<file path="src/rtl/rotatix_pkg.sv">
`default_nettype none
// +----------------------------------------------------------------------------+
// | rotatix_pkg                                                                |
// | Shared quadrature types and the Gray-code step decoder.                    |
// | Rev 1.0                                                                    |
// +----------------------------------------------------------------------------+
package rotatix_pkg;

  typedef logic [1:0] quad_t;

  typedef enum logic [1:0] {
    STEP_NONE = 2'd0,
    STEP_UP   = 2'd1,
    STEP_DN   = 2'd2,
    STEP_ERR  = 2'd3
  } step_e;

  localparam int MAX_DEB_CYC = 255;

  function automatic logic [1:0] gray_to_bin(input quad_t g);
    return {g[1], g[1] ^ g[0]};
  endfunction

  // The cycle 00,01,11,10 maps to binary 0..3, so the modulo-4 difference
  // gives the step: 1 forward, 3 backward, 2 means both phases moved.
  function automatic step_e quad_decode(input quad_t prev, input quad_t cur);
    logic [1:0] delta;
    step_e      res;
    delta = gray_to_bin(cur) - gray_to_bin(prev);
    case (delta)
      2'd0:    res = STEP_NONE;
      2'd1:    res = STEP_UP;
      2'd3:    res = STEP_DN;
      default: res = STEP_ERR;
    endcase
    return res;
  endfunction

endpackage
`default_nettype wire

</file>
<file path="src/rtl/rotatix_quad_counter_if.sv">
`default_nettype none
// +----------------------------------------------------------------------------+
// | rotatix_quad_counter_if                                                    |
// | Encoder pins, control and position outputs of the quadrature counter.      |
// | Rev 1.0                                                                    |
// +----------------------------------------------------------------------------+
interface rotatix_quad_counter_if #(
  parameter int WIDTH = 8
) ();
  logic             enc_a;
  logic             enc_b;
  logic             clr;
  logic             load;
  logic [WIDTH-1:0] load_val;
  logic [WIDTH-1:0] pos;
  logic             dir;
  logic             step;
  logic             err;

  modport master (
    output enc_a, enc_b, clr, load, load_val,
    input  pos, dir, step, err
  );

  modport slave (
    input  enc_a, enc_b, clr, load, load_val,
    output pos, dir, step, err
  );
endinterface
`default_nettype wire

</file>
<file path="src/rtl/rotatix_sync_filter.sv">
`default_nettype none
// +----------------------------------------------------------------------------+
// | rotatix_sync_filter                                                        |
// | 2-flop synchroniser with optional debounce (ROTATIX_DEBOUNCE_EN).          |
// | Rev 1.0                                                                    |
// +----------------------------------------------------------------------------+
module rotatix_sync_filter
  import rotatix_pkg::*;
#(
  parameter int DEB_CYC = 4
) (
  input  logic clk,
  input  logic rst_n,
  input  logic pin,
  output logic filt
);

  logic [1:0] sync_q, sync_d;

  always_comb sync_d = {sync_q[0], pin};

  always_ff @(posedge clk or negedge rst_n) begin
    if (!rst_n) sync_q <= '0;
    else        sync_q <= sync_d;
  end

`ifdef ROTATIX_DEBOUNCE_EN
  localparam int                 c_cnt_w    = $clog2(MAX_DEB_CYC + 1);
  localparam logic [c_cnt_w-1:0] c_cnt_last = c_cnt_w'(DEB_CYC - 1);

  logic [c_cnt_w-1:0] cnt_q, cnt_d;
  logic               filt_q, filt_d;

  // The count restarts whenever the input agrees with the output again,
  // so only an uninterrupted run of DEB_CYC differing samples flips it.
  always_comb begin
    cnt_d  = '0;
    filt_d = filt_q;
    if (sync_q[1] != filt_q) begin
      if (cnt_q == c_cnt_last) filt_d = sync_q[1];
      else                     cnt_d  = cnt_q + 1'b1;
    end
  end

  always_ff @(posedge clk or negedge rst_n) begin
    if (!rst_n) begin
      cnt_q  <= '0;
      filt_q <= 1'b0;
    end else begin
      cnt_q  <= cnt_d;
      filt_q <= filt_d;
    end
  end

  assign filt = filt_q;
`else
  assign filt = sync_q[1];
`endif

endmodule
`default_nettype wire

</file>
<file path="src/rtl/rotatix_quad_counter.sv">
`default_nettype none
// +----------------------------------------------------------------------------+
// | rotatix_quad_counter                                                       |
// | Quadrature decoder and signed position counter; ROTATIX_DEBOUNCE_EN adds   |
// | a DEB_CYC debounce filter on each phase.                                   |
// | Rev 1.0                                                                    |
// +----------------------------------------------------------------------------+
module rotatix_quad_counter
  import rotatix_pkg::*;
#(
  parameter int WIDTH    = 8,
  parameter int SATURATE = 0,
  parameter int DEB_CYC  = 4
) (
  input  logic                  clk,
  input  logic                  rst_n,
  rotatix_quad_counter_if.slave bus
);

  localparam logic [WIDTH-1:0] c_pos_max = {1'b0, {(WIDTH-1){1'b1}}};
  localparam logic [WIDTH-1:0] c_pos_min = {1'b1, {(WIDTH-1){1'b0}}};

  logic             w_a, w_b;
  quad_t            w_cur;
  step_e            w_dec;
  logic [WIDTH-1:0] w_pos_inc, w_pos_dec;

  quad_t            prev_q, prev_d;
  logic [WIDTH-1:0] pos_q, pos_d;
  logic             dir_q, dir_d;
  logic             step_q, step_d;
  logic             err_q, err_d;

  rotatix_sync_filter #(.DEB_CYC(DEB_CYC)) u_filt_a (
    .clk  (clk),
    .rst_n(rst_n),
    .pin  (bus.enc_a),
    .filt (w_a)
  );

  rotatix_sync_filter #(.DEB_CYC(DEB_CYC)) u_filt_b (
    .clk  (clk),
    .rst_n(rst_n),
    .pin  (bus.enc_b),
    .filt (w_b)
  );

  assign w_cur = {w_a, w_b};
  assign w_dec = quad_decode(prev_q, w_cur);

  if (SATURATE != 0) begin : g_sat
    assign w_pos_inc = (pos_q == c_pos_max) ? pos_q : pos_q + 1'b1;
    assign w_pos_dec = (pos_q == c_pos_min) ? pos_q : pos_q - 1'b1;
  end else begin : g_wrap
    assign w_pos_inc = pos_q + 1'b1;
    assign w_pos_dec = pos_q - 1'b1;
  end

  // prev always follows the pins, even on an illegal jump or a dropped step.
  always_comb begin
    prev_d = w_cur;
    pos_d  = pos_q;
    dir_d  = dir_q;
    step_d = 1'b0;
    err_d  = err_q;
    if (w_dec == STEP_ERR) err_d = 1'b1;
    if (bus.clr) begin
      pos_d = '0;
      err_d = 1'b0;
    end else if (bus.load) begin
      pos_d = bus.load_val;
    end else if (w_dec == STEP_UP) begin
      pos_d  = w_pos_inc;
      dir_d  = 1'b1;
      step_d = 1'b1;
    end else if (w_dec == STEP_DN) begin
      pos_d  = w_pos_dec;
      dir_d  = 1'b0;
      step_d = 1'b1;
    end
  end

  always_ff @(posedge clk or negedge rst_n) begin
    if (!rst_n) begin
      prev_q <= 2'b00;
      pos_q  <= '0;
      dir_q  <= 1'b0;
      step_q <= 1'b0;
      err_q  <= 1'b0;
    end else begin
      prev_q <= prev_d;
      pos_q  <= pos_d;
      dir_q  <= dir_d;
      step_q <= step_d;
      err_q  <= err_d;
    end
  end

  assign bus.pos  = pos_q;
  assign bus.dir  = dir_q;
  assign bus.step = step_q;
  assign bus.err  = err_q;

endmodule
`default_nettype wire
</file>
<file path="src/flat_wrapper.sv">
// flat-port wrapper written by rule: the top's interface ports become plain ports
module rotatix_quad_counter_flat import rotatix_pkg::*;
#(
  parameter int WIDTH    = 8,
  parameter int SATURATE = 0,
  parameter int DEB_CYC  = 4
)
  (clk, rst_n, bus_enc_a, bus_enc_b, bus_clr, bus_load, bus_load_val, bus_pos, bus_dir, bus_step, bus_err);
  rotatix_quad_counter_if #(.WIDTH(WIDTH)) bus_i ();
  input  logic clk;
  input  logic rst_n;
  input wire logic [$bits(bus_i.enc_a)-1:0] bus_enc_a;
  input wire logic [$bits(bus_i.enc_b)-1:0] bus_enc_b;
  input wire logic [$bits(bus_i.clr)-1:0] bus_clr;
  input wire logic [$bits(bus_i.load)-1:0] bus_load;
  input wire logic [$bits(bus_i.load_val)-1:0] bus_load_val;
  output wire logic [$bits(bus_i.pos)-1:0] bus_pos;
  output wire logic [$bits(bus_i.dir)-1:0] bus_dir;
  output wire logic [$bits(bus_i.step)-1:0] bus_step;
  output wire logic [$bits(bus_i.err)-1:0] bus_err;
  assign bus_i.enc_a = bus_enc_a;
  assign bus_i.enc_b = bus_enc_b;
  assign bus_i.clr = bus_clr;
  assign bus_i.load = bus_load;
  assign bus_i.load_val = bus_load_val;
  assign bus_pos = bus_i.pos;
  assign bus_dir = bus_i.dir;
  assign bus_step = bus_i.step;
  assign bus_err = bus_i.err;
  rotatix_quad_counter #(.WIDTH(WIDTH), .SATURATE(SATURATE), .DEB_CYC(DEB_CYC)) u_core (.clk(clk), .rst_n(rst_n), .bus(bus_i));
endmodule
</file>
<file path="config.mk">
export PLATFORM = sky130hd
export DESIGN_NAME = rotatix_quad_counter_flat
export DESIGN_NICKNAME = d
export VERILOG_FILES = /design/src/rtl/rotatix_pkg.sv /design/src/rtl/rotatix_quad_counter_if.sv /design/src/rtl/rotatix_sync_filter.sv /design/src/rtl/rotatix_quad_counter.sv /design/src/flat_wrapper.sv
export SDC_FILE = /design/constraint.sdc
export NUM_CORES = 1
export LEC_CHECK = 0
export CORE_MARGIN = 2
export CORE_UTILIZATION = 40
export CTS_BUF_LIST = sky130_fd_sc_hd__clkbuf_8
export DETAILED_ROUTE_END_ITERATION = 12
export MAX_ROUTING_LAYER = met4
export PLACE_DENSITY = 0.69
export SYNTH_ARGS = -nofsm -noshare
export SYNTH_HDL_FRONTEND = slang
export SYNTH_HIERARCHICAL = 1
export SYNTH_SLANG_ARGS = --single-unit
export TNS_END_PERCENT = 10
</file>
<file path="constraint.sdc">
create_clock -name clk -period 5.1 [get_ports clk]
set_clock_uncertainty 0.05 [all_clocks]
set_input_delay 1.275 -clock clk [delete_from_list [all_inputs] [get_ports clk]]
set_output_delay 1.275 -clock clk [all_outputs]
set_load 0.02 [all_outputs]
</file>
== Word level (Yosys, flattened, before mapping) ==
Index checks and enable logic that the tools add are counted.

* Register bits: 17
* Logic and storage cells: 37

* Add/subtract/negate cells: 3
* Equal/unequal tests: 5
* Muxes and demuxes: 13
* Bitwise operators: 4
* Reductions and logical operators: 5

{| class="wikitable"
|+ Operator list
! operator !! count
|-
| 2-to-1 mux 8 bit || 4
|-
| adder 8 x 1 -> 8 bit (second input constant) || 1
|-
| 2-to-1 mux 1 bit || 8
|-
| subtractor 8 x 1 -> 8 bit (second input constant) || 1
|-
| equality test 2 bit (second input constant) || 3
|-
| one-hot mux 2 bit (3 select lines) || 1
|-
| equality test 2 x 1 -> 1 bit (second input constant) || 2
|-
| nonzero test 2 bit || 2
|-
| nonzero test 4 bit || 1
|-
| AND reduction 3 bit || 1
|-
| zero test 2 bit || 1
|-
| inverter 1 bit || 2
|-
| subtractor 2 bit || 1
|-
| XOR 1 bit || 2
|}

== Depth between registers and ports, before layout ==
Gate-level depths: netlist of run 1.

* Depth in word-level cells: 9
* Gate-level depth with buffers: 10
* Mapped depth without buffers: 10

== By module ==
Netlist of run 1, hierarchy kept.

{| class="wikitable"
|+ By module, submodules not included
! module !! seq. area each (um2) !! times used !! cells an instance !! area an instance (um2)
|-
| rotatix_quad_counter || 325.3 || 1 || 94 || 872.1
|-
| rotatix_sync_filter || 50.0 || 2 || 2 || 50.0
|}

== Worst setup path after synthesis of run 1 ==
Ideal clock, no wire load.

* Kind: register to register
* Start point: reg u_core.u_filt_a.sync_q[1]
* End point: reg u_core.pos_q[6] (netlist: u_core/bus.pos[6])
* Library setup time: 0.068 ns
* Slack: 2.411 ns
* Arrival: 2.570 ns
* Path buffers: 0
* Clock period less this slack: 2.689 ns
* Stages on the path, launching flop included: 11
* Required time: 4.982 ns
* Cell sequence: dfrtp_1 xnor2_1 ha_1 xor3_1 or2_4 fa_1 a21o_1 a21oi_1 o21bai_1 a2111o_1 nand3_1

* Longest elaborated chain between the ends: 8
* Elaborated cells on any way between the ends: 12

{| class="wikitable"
|+ Ends and longest elaborated chain
! element !! line !! source
|-
| start, declared || rotatix_sync_filter.sv:18 || <nowiki>logic [1:0] sync_q, sync_d;</nowiki>
|-
| start signal, assigned || rotatix_sync_filter.sv:24 || <nowiki>else sync_q <= sync_d;</nowiki>
|-
| XOR 1 bit || rotatix_pkg.sv:21 || <nowiki>return {g[1], g[1] ^ g[0]};</nowiki>
|-
| subtractor 2 bit * || rotatix_pkg.sv:29 || <nowiki>delta = gray_to_bin(cur) - gray_to_bin(prev);</nowiki>
|-
| equality test 2 bit (tied with other cells) || rotatix_pkg.sv:30 || <nowiki>case (delta)</nowiki>
|-
| one-hot mux 2 bit (3 select lines) * || rotatix_pkg.sv:30 ||
|-
| equality test 2 x 1 -> 1 bit || rotatix_quad_counter.sv:72 || <nowiki>end else if (w_dec == STEP_UP) begin</nowiki>
|-
| 2-to-1 mux 8 bit || rotatix_quad_counter.sv:72 ||
|-
| 2-to-1 mux 8 bit || rotatix_quad_counter.sv:70 || <nowiki>end else if (bus.load) begin</nowiki>
|-
| 2-to-1 mux 8 bit || rotatix_quad_counter.sv:67 || <nowiki>if (bus.clr) begin</nowiki>
|-
| end signal, assigned || rotatix_quad_counter.sv:92 || <nowiki>pos_q <= pos_d;</nowiki>
|-
| end, declared || rotatix_quad_counter.sv:29 || <nowiki>logic [WIDTH-1:0] pos_q, pos_d;</nowiki>
|}

Every way passes the cells marked *; elsewhere a longest branch is shown, timed or not.
A chain may end at the register's enable or synchronous reset.

== Worst setup path after layout of run 1 ==
Same ends and word-level chain as after synthesis.

==> results of run 1 <==
## how the worst max path moves through the flow
stage | slack [ps] | depth (start not counted) | to | startpoint
6_report | 2080 | 9 | u_core/bus.pos[6]$_DFFE_PN0P_ | u_core/u_filt_a/sync_q[1]$_DFF_PN0_
5_1_grt | 1920 | 9 | u_core/bus.pos[6]$_DFFE_PN0P_ | u_core/u_filt_a/sync_q[1]$_DFF_PN0_
4_1_cts | 2070 | 9 | u_core/bus.pos[6]$_DFFE_PN0P_ | u_core/u_filt_a/sync_q[1]$_DFF_PN0_
3_5_place_dp | 2080 | 9 | u_core/bus.pos[6]$_DFFE_PN0P_ | u_core/u_filt_a/sync_q[1]$_DFF_PN0_
3_3_place_gp | 2110 | 9 | u_core/bus.pos[6]$_DFFE_PN0P_ | u_core/u_filt_a/sync_q[1]$_DFF_PN0_
2_1_floorplan | 2410 | 10 | u_core/bus.pos[6]$_DFFE_PN0P_ | u_core/u_filt_a/sync_q[1]$_DFF_PN0_
## placed cells by master (no fill, tap or decap), types with 2 or more instances in the layout
| cell type | count |
|---|---|
| inv_1 | 6 |
| nand2_1 | 12 |
| a21oi_1 | 13 |
| nand3_1 | 4 |
| o21ai_0 | 3 |
| nor2_1 | 5 |
| dfrtp_1 | 17 |
| a31oi_1 | 3 |
| ha_1 | 8 |
| xnor2_1 | 6 |
| o211a_1 | 2 |
| clkbuf_8 | 3 |
| clkdlybuf4s50_1 | 24 |
## routing by layer
metal,vias to the layer above,part of all wire,global-route usage
li1,394,-,-
met1,393,0.47,0.233
met2,24,0.46,0.286
met3,6,0.034,0.0113
met4,0,0.026,0.120
met5,-,0,-
## layout make-up
class	count	area, um^2	area share
Clock buffer	3	41.3	0.0321
Clock inverter	1	7.51	0.00584
Inverter	6	22.5	0.0175
Multi-Input combinational cell	72	513	0.399
Sequential cell	17	425	0.331
Tap cell	28	35.0	0.0273
Timing Repair Buffer	24	240	0.187
## cell families (layout without fill, tap and decap cells)
| family | count (synthesis) | in the layout | synth area share |
|---|---|---|---|
| fa+ha+maj | 9 | 9 | 0.124 |
| flops | 17 | 17 | 0.438 |
| mux | 1 | 1 | 0.0103 |
| compound gates | 27 | 27 | 0.169 |
| xor+xnor | 9 | 9 | 0.104 |
| simple gates | 26 | 26 | 0.121 |
| buf+inv | 9 | 34 | 0.0347 |
## where the power goes
group	internal, mW	switching, mW
clock network	0.0551	0.0502
logic	0.103	0.111
registers	0.151	0.0137
## worst max-delay path, stage by stage (launching register included)
cell	delay (ps)
dfrtp_1	420
xnor2_1	140
ha_1	500
or2_4	400
fa_1	420
a21o_1	200
a21oi_1	220
o21bai_1	130
a2111o_1	410
nand3_1	70
## state kept, by name (all words and copies together) (netlist names)
register and flops:
u_core/bus.pos 8, u_core/bus.dir 1, u_core/u_filt_a/sync_q 2, u_core/bus.step 1, u_core/bus.err 1, u_core/u_filt_b/sync_q 2, u_core/prev_q 2
## per-stage QoR
step	instances	hold WS [ps]	setup slack (ps)
after floorplan	98	281	2410
after global placement	147	285	2110
after detailed placement	147	286	2080
after CTS	151	301	2070
after global routing	151	312	1920
final	151	301	2080
==> impl_metrics.csv, run 1 <==
group,metric,value,unit
synthesis,synth_area_per_cell,9.92,um^2
route,drc,0,
cts,tritoncts,"built",
cts,clock-sinks,17,
job,maxCapViolCount,0,
route,viasPerCell,5.41,
placed_design,place_area,1240,um^2
global_routing,overflow,0,
floorplan,die_w,53.3,um
pwr,power_density,377,nW/um^2
sta,tns,0,ps
synthesis,synth.most_common_cell,"dfrtp_1",
critical_path,r2r_setup_slack,2080,ps
cts,ctsHoldBuffers,0,
critical_path,required,5250,ps
synthesis,syn_area,972,um^2
floorplan,dieArea,2840,um^2
route,wl_per_cell,13.7,um
route,dr.first_iter.drc_count,18,
critical_path,arrival,3160,ps
synthesis,yosysTopAreaCellShare,0.438,
cts,cts_setup_buffers,0,
sta,period_share,0.592,
critical_path,critical_path.max_fanout,14,
floorplan,dieHeight,53.3,um
synthesis,ys_types,28,
sta,relSlewSlack,0.494,
synthesis,synthArstFlopShare,1.00,
route,ant_nets,0,
min_path,min_path_cells,0,
layout,fin_nets,147,
sta,fin_crit,3020,ps
synthesis,synth_ff_type,"dfrtp_1",
route,num_vias,817,
critical_path,end_kind,"flop",
status,status,"complete, no violations",
min_path,hp-start,"u_core/u_filt_a/sync_q[0]$_DFF_PN0_",
sta,worst_slew_pin_slew,757,ps
synthesis,ys_warn_count,6,
global_routing,grt_max_degree,18,
layout,design_area,1280,um^2
cts,cts.htree.levels,1,
min_path,min_to,"u_core/u_filt_a/sync_q[1]$_DFF_PN0_",
critical_path,r2r_cells,9,
global_routing,antenna_found_initial,0,
layout,fillCellCount,219,
pwr,ir_worst_vdd,211,uV
cts,clock_path_buffers,2,
critical_path,regToRegEndpoint,"u_core/bus.pos[6]$_DFFE_PN0P_",
route,wl,2060,um
synthesis,syn_inst,98,
cts,clk_pin_slew,70,ps
sta,grt_setup_unrepaired,"no",
floorplan,core_area,2250,um^2
floorplan,start_util,0.431,
critical_path,reg2reg_from,"u_core/u_filt_a/sync_q[1]$_DFF_PN0_",
sta,drv_slew,0,
cts,clkLatencyLatePin,260,ps
global_routing,grt_pass1_wl,3660,um
global_routing,grt_usage,0.185,
floorplan,io_pins,25,
floorplan,num_rows,17,
placed_design,place_hpwl,1540,um
cts,ctsResizeCount,0,
min_path,hp-class,"flop to flop",
layout,n_antenna_cell,0,
critical_path,startpoint_type,"flop",
cts,numCtsBuffers,3,
synthesis,synth_top_cell_by_area,"dfrtp_1",
layout,area_delta_synth_final,32.2,%
synthesis,synth_seq_cells,17,
sta,max_freq,331,MHz
pwr,p_total,0.485,mW
synthesis,synthTopCellsByArea,"dfrtp_1 44%, ha_1 10%, a21oi_1 6.7%, xnor2_1 5.4%, nand2_1 4.6%",
global_routing,grt_pass1_vias,811,
critical_path,path_class,"flop to flop",
sta,hold_violations,0,
placed_design,portBuffers,24,
synthesis,yosys-top-cells-count,"17 x dfrtp_1, 13 x a21oi_1, 12 x nand2_1",
synthesis,ys_seq_area_frac,0.438,
placed_design,gp_congestion,0.807,
layout,drive_above_1_share,0.0488,
pwr,power_leakage,0.598,nW
cts,cts-root-buf,"clkbuf_8",
route,dr.pass1.iters,4,
sta,setup_viol,0,
synthesis,synth_nets,121,
synthesis,synth_edf_count,0,
layout,utilization,0.570,
(Power assumes the default switching activity.)
==> run 2: changes to the inputs <==
==> constraint.sdc (replaced) <==
create_clock -name clk -period 2.8 [get_ports clk]
set_clock_uncertainty 0.05 [all_clocks]
set_input_delay 0.7 -clock clk [delete_from_list [all_inputs] [get_ports clk]]
set_output_delay 0.7 -clock clk [all_outputs]
set_load 0.02 [all_outputs]
==> run 2 against run 1 <==
Against the previous run:
- combinational power increased by 97%
- register-to-register slack worse by 2000 ps
- die area did not move
- non-clock buffer count up 6
- cell area grew 4.7%
- routed wire length is 7.0% higher
- flip-flop and latch count unchanged
- cell count increased by 4.0%
- sequential power increased by 84%
- first-iteration DRC count increased by 11%
- critical path type unchanged
- largest cell class unchanged
- largest power group unchanged
==> impl_metrics.csv, run 2 (synthesized netlist as in run 1, its figures left out) <==
group,metric,value,unit
route,viasPerCell,5.15,
cts,clk_pin_slew,70,ps
sta,period_share,0.964,
route,wl_per_cell,14.1,um
placed_design,placed_cells,152,
sta,fin_crit,2700,ps
global_routing,top_usage_layer,"met2",
global_routing,grt_usage,0.184,
global_routing,grt_pass1_wl,3590,um
layout,final_common_cell,"clkdlybuf4s50_1",
sta,grt_setup_unrepaired,"yes",
layout,stdcell_count,157,
floorplan,start_util,0.431,
cts,clock-sinks,17,
global_routing,use_met3,0.0198,
route,wl,2210,um
placed_design,dpl_worst_slack,15.0,ps
cts,tritoncts,"built",
critical_path,arrival,2840,ps
floorplan,dieHeight,53.3,um
placed_design,portBuffers,24,
status,status,"complete, no violations",
sta,fin_ws,99.5,ps
critical_path,required,2940,ps
placed_design,gp_congestion,0.888,
sta,drv_slew,0,
cts,cts-root-buf,"clkbuf_8",
job,maxCapViolCount,0,
global_routing,grt_pass1_vias,782,
cts,clock_path_buffers,2,
layout,area_delta_synth_final,38.4,%
layout,n_antenna_cell,0,
global_routing,overflow,0,
layout,final_cell_mix,"24 x clkdlybuf4s50_1, 17 x dfrtp_1, 12 x nand2_1",
route,drc,0,
cts,clkLatencyLatePin,250,ps
layout,fin_nets,153,
layout,drive_above_1_share,0.116,
layout,largest_reg_flops,8,
critical_path,startpoint_type,"flop",
floorplan,dieArea,2840,um^2
pwr,power_leakage,0.632,nW
layout,utilization,0.597,
floorplan,core_area,2250,um^2
route,dr.first_iter.drc_count,20,
cts,cts.htree.levels,1,
critical_path,critical_path.max_fanout,5,
global_routing,grt_max_degree,18,
global_routing,grtUsageMet1,0.242,
critical_path,end_kind,"flop",
floorplan,die_w,53.3,um
pwr,power_density,679,nW/um^2
sta,max_freq,370,MHz
floorplan,num_rows,17,
placed_design,place_hpwl,1660,um
route,dr.pass1.iters,4,
sta,hold_violations,0,
sta,holdWs,301,ps
pwr,ir_worst_vdd,383,uV
critical_path,path_class,"flop to flop",
min_path,hp-class,"flop to flop",
route,num_vias,808,
floorplan,io_pins,25,
global_routing,antenna_found_initial,0,
sta,setup_viol,0,
sta,worst_slew_pin_slew,768,ps
sta,relSlewSlack,0.487,
route,ant_nets,0,
cts,numCtsBuffers,3,
global_routing,grtUsageMet2,0.282,
[run 2: cell type report]
class / instances / area (um^2)
Clock buffer: 3 / 41.3
Clock inverter: 1 / 7.51
Fill cell: 212 / 910
Inverter: 6 / 22.5
Multi-Input combinational cell: 72 / 528
Sequential cell: 17 / 425
Tap cell: 28 / 35.0
Timing Repair Buffer: 30 / 285
[run 2: repair_timing]
item                       in CTS  in global routing
gates resized for setup         0                  3
setup buffers                   1                  0
pin swaps                       0                  1
hold buffers                    0                  0
cloned                          0                  0
setup endpoints to repair       1                  4
[run 2: worst max-delay path, stage by stage, from the launching register on]
cell and delay, ps:
dfrtp_1 390, xor2_1 160, ha_1 180, xor3_1 230
or2_4 270, fa_1 410, a21o_1 200, a21oi_2 150
o21bai_1 100, a2111o_1 400, nand3_1 70
[run 2: power by group]
group | internal (mW) | switching (mW)
clock | 0.100 | 0.0897
combinational | 0.210 | 0.211
sequential | 0.276 | 0.0273
[run 2: final timing paths]
path	from	endpoint	slack, ps	depth (start not counted)
worst max-delay path	u_core/prev_q[1]$_DFF_PN0_	u_core/bus.pos[6]$_DFFE_PN0P_	100	10
worst min-delay path	u_core/u_filt_a/sync_q[0]$_DFF_PN0_	u_core/u_filt_a/sync_q[1]$_DFF_PN0_	300	0
worst max register to register	u_core/prev_q[1]$_DFF_PN0_	u_core/bus.pos[6]$_DFFE_PN0P_	100	10
worst min register to register	u_core/u_filt_a/sync_q[0]$_DFF_PN0_	u_core/u_filt_a/sync_q[1]$_DFF_PN0_	300	0
max in group asynchronous	rst_n	u_core/bus.pos[2]$_DFFE_PN0P_	1380	1
min in group asynchronous	rst_n	u_core/bus.step$_DFF_PN0_	850	1
[run 2: routing by layer]
metal / up-vias / part of all wire
li1: 404 / -
met1: 388 / 0.48
met2: 14 / 0.48
met3: 2 / 0.033
met4: 0 / 0.0082
met5: - / 0
[run 2: through the flow]
step           power, mW  area, um^2  TNS, ps
3_3_place_gp       0.705        1270        0
2_1_floorplan      0.573         972        0
6_report           0.913        1350        0
4_1_cts            0.911        1330        0
5_1_grt            0.975        1350    -19.1
3_5_place_dp       0.714        1270        0
==> run 3: changes to the inputs <==
--- a/config.mk
+++ b/config.mk
@@ -8,6 +8,7 @@
 export CORE_MARGIN = 2
 export CORE_UTILIZATION = 40
 export CTS_BUF_LIST = sky130_fd_sc_hd__clkbuf_8
+export CTS_CLUSTER_SIZE = 28
 export DETAILED_ROUTE_END_ITERATION = 12
 export MAX_ROUTING_LAYER = met4
 export PLACE_DENSITY = 0.69
==> results of run 3 <==
The final DEF is identical to that of run 2; final timing and power are the same.
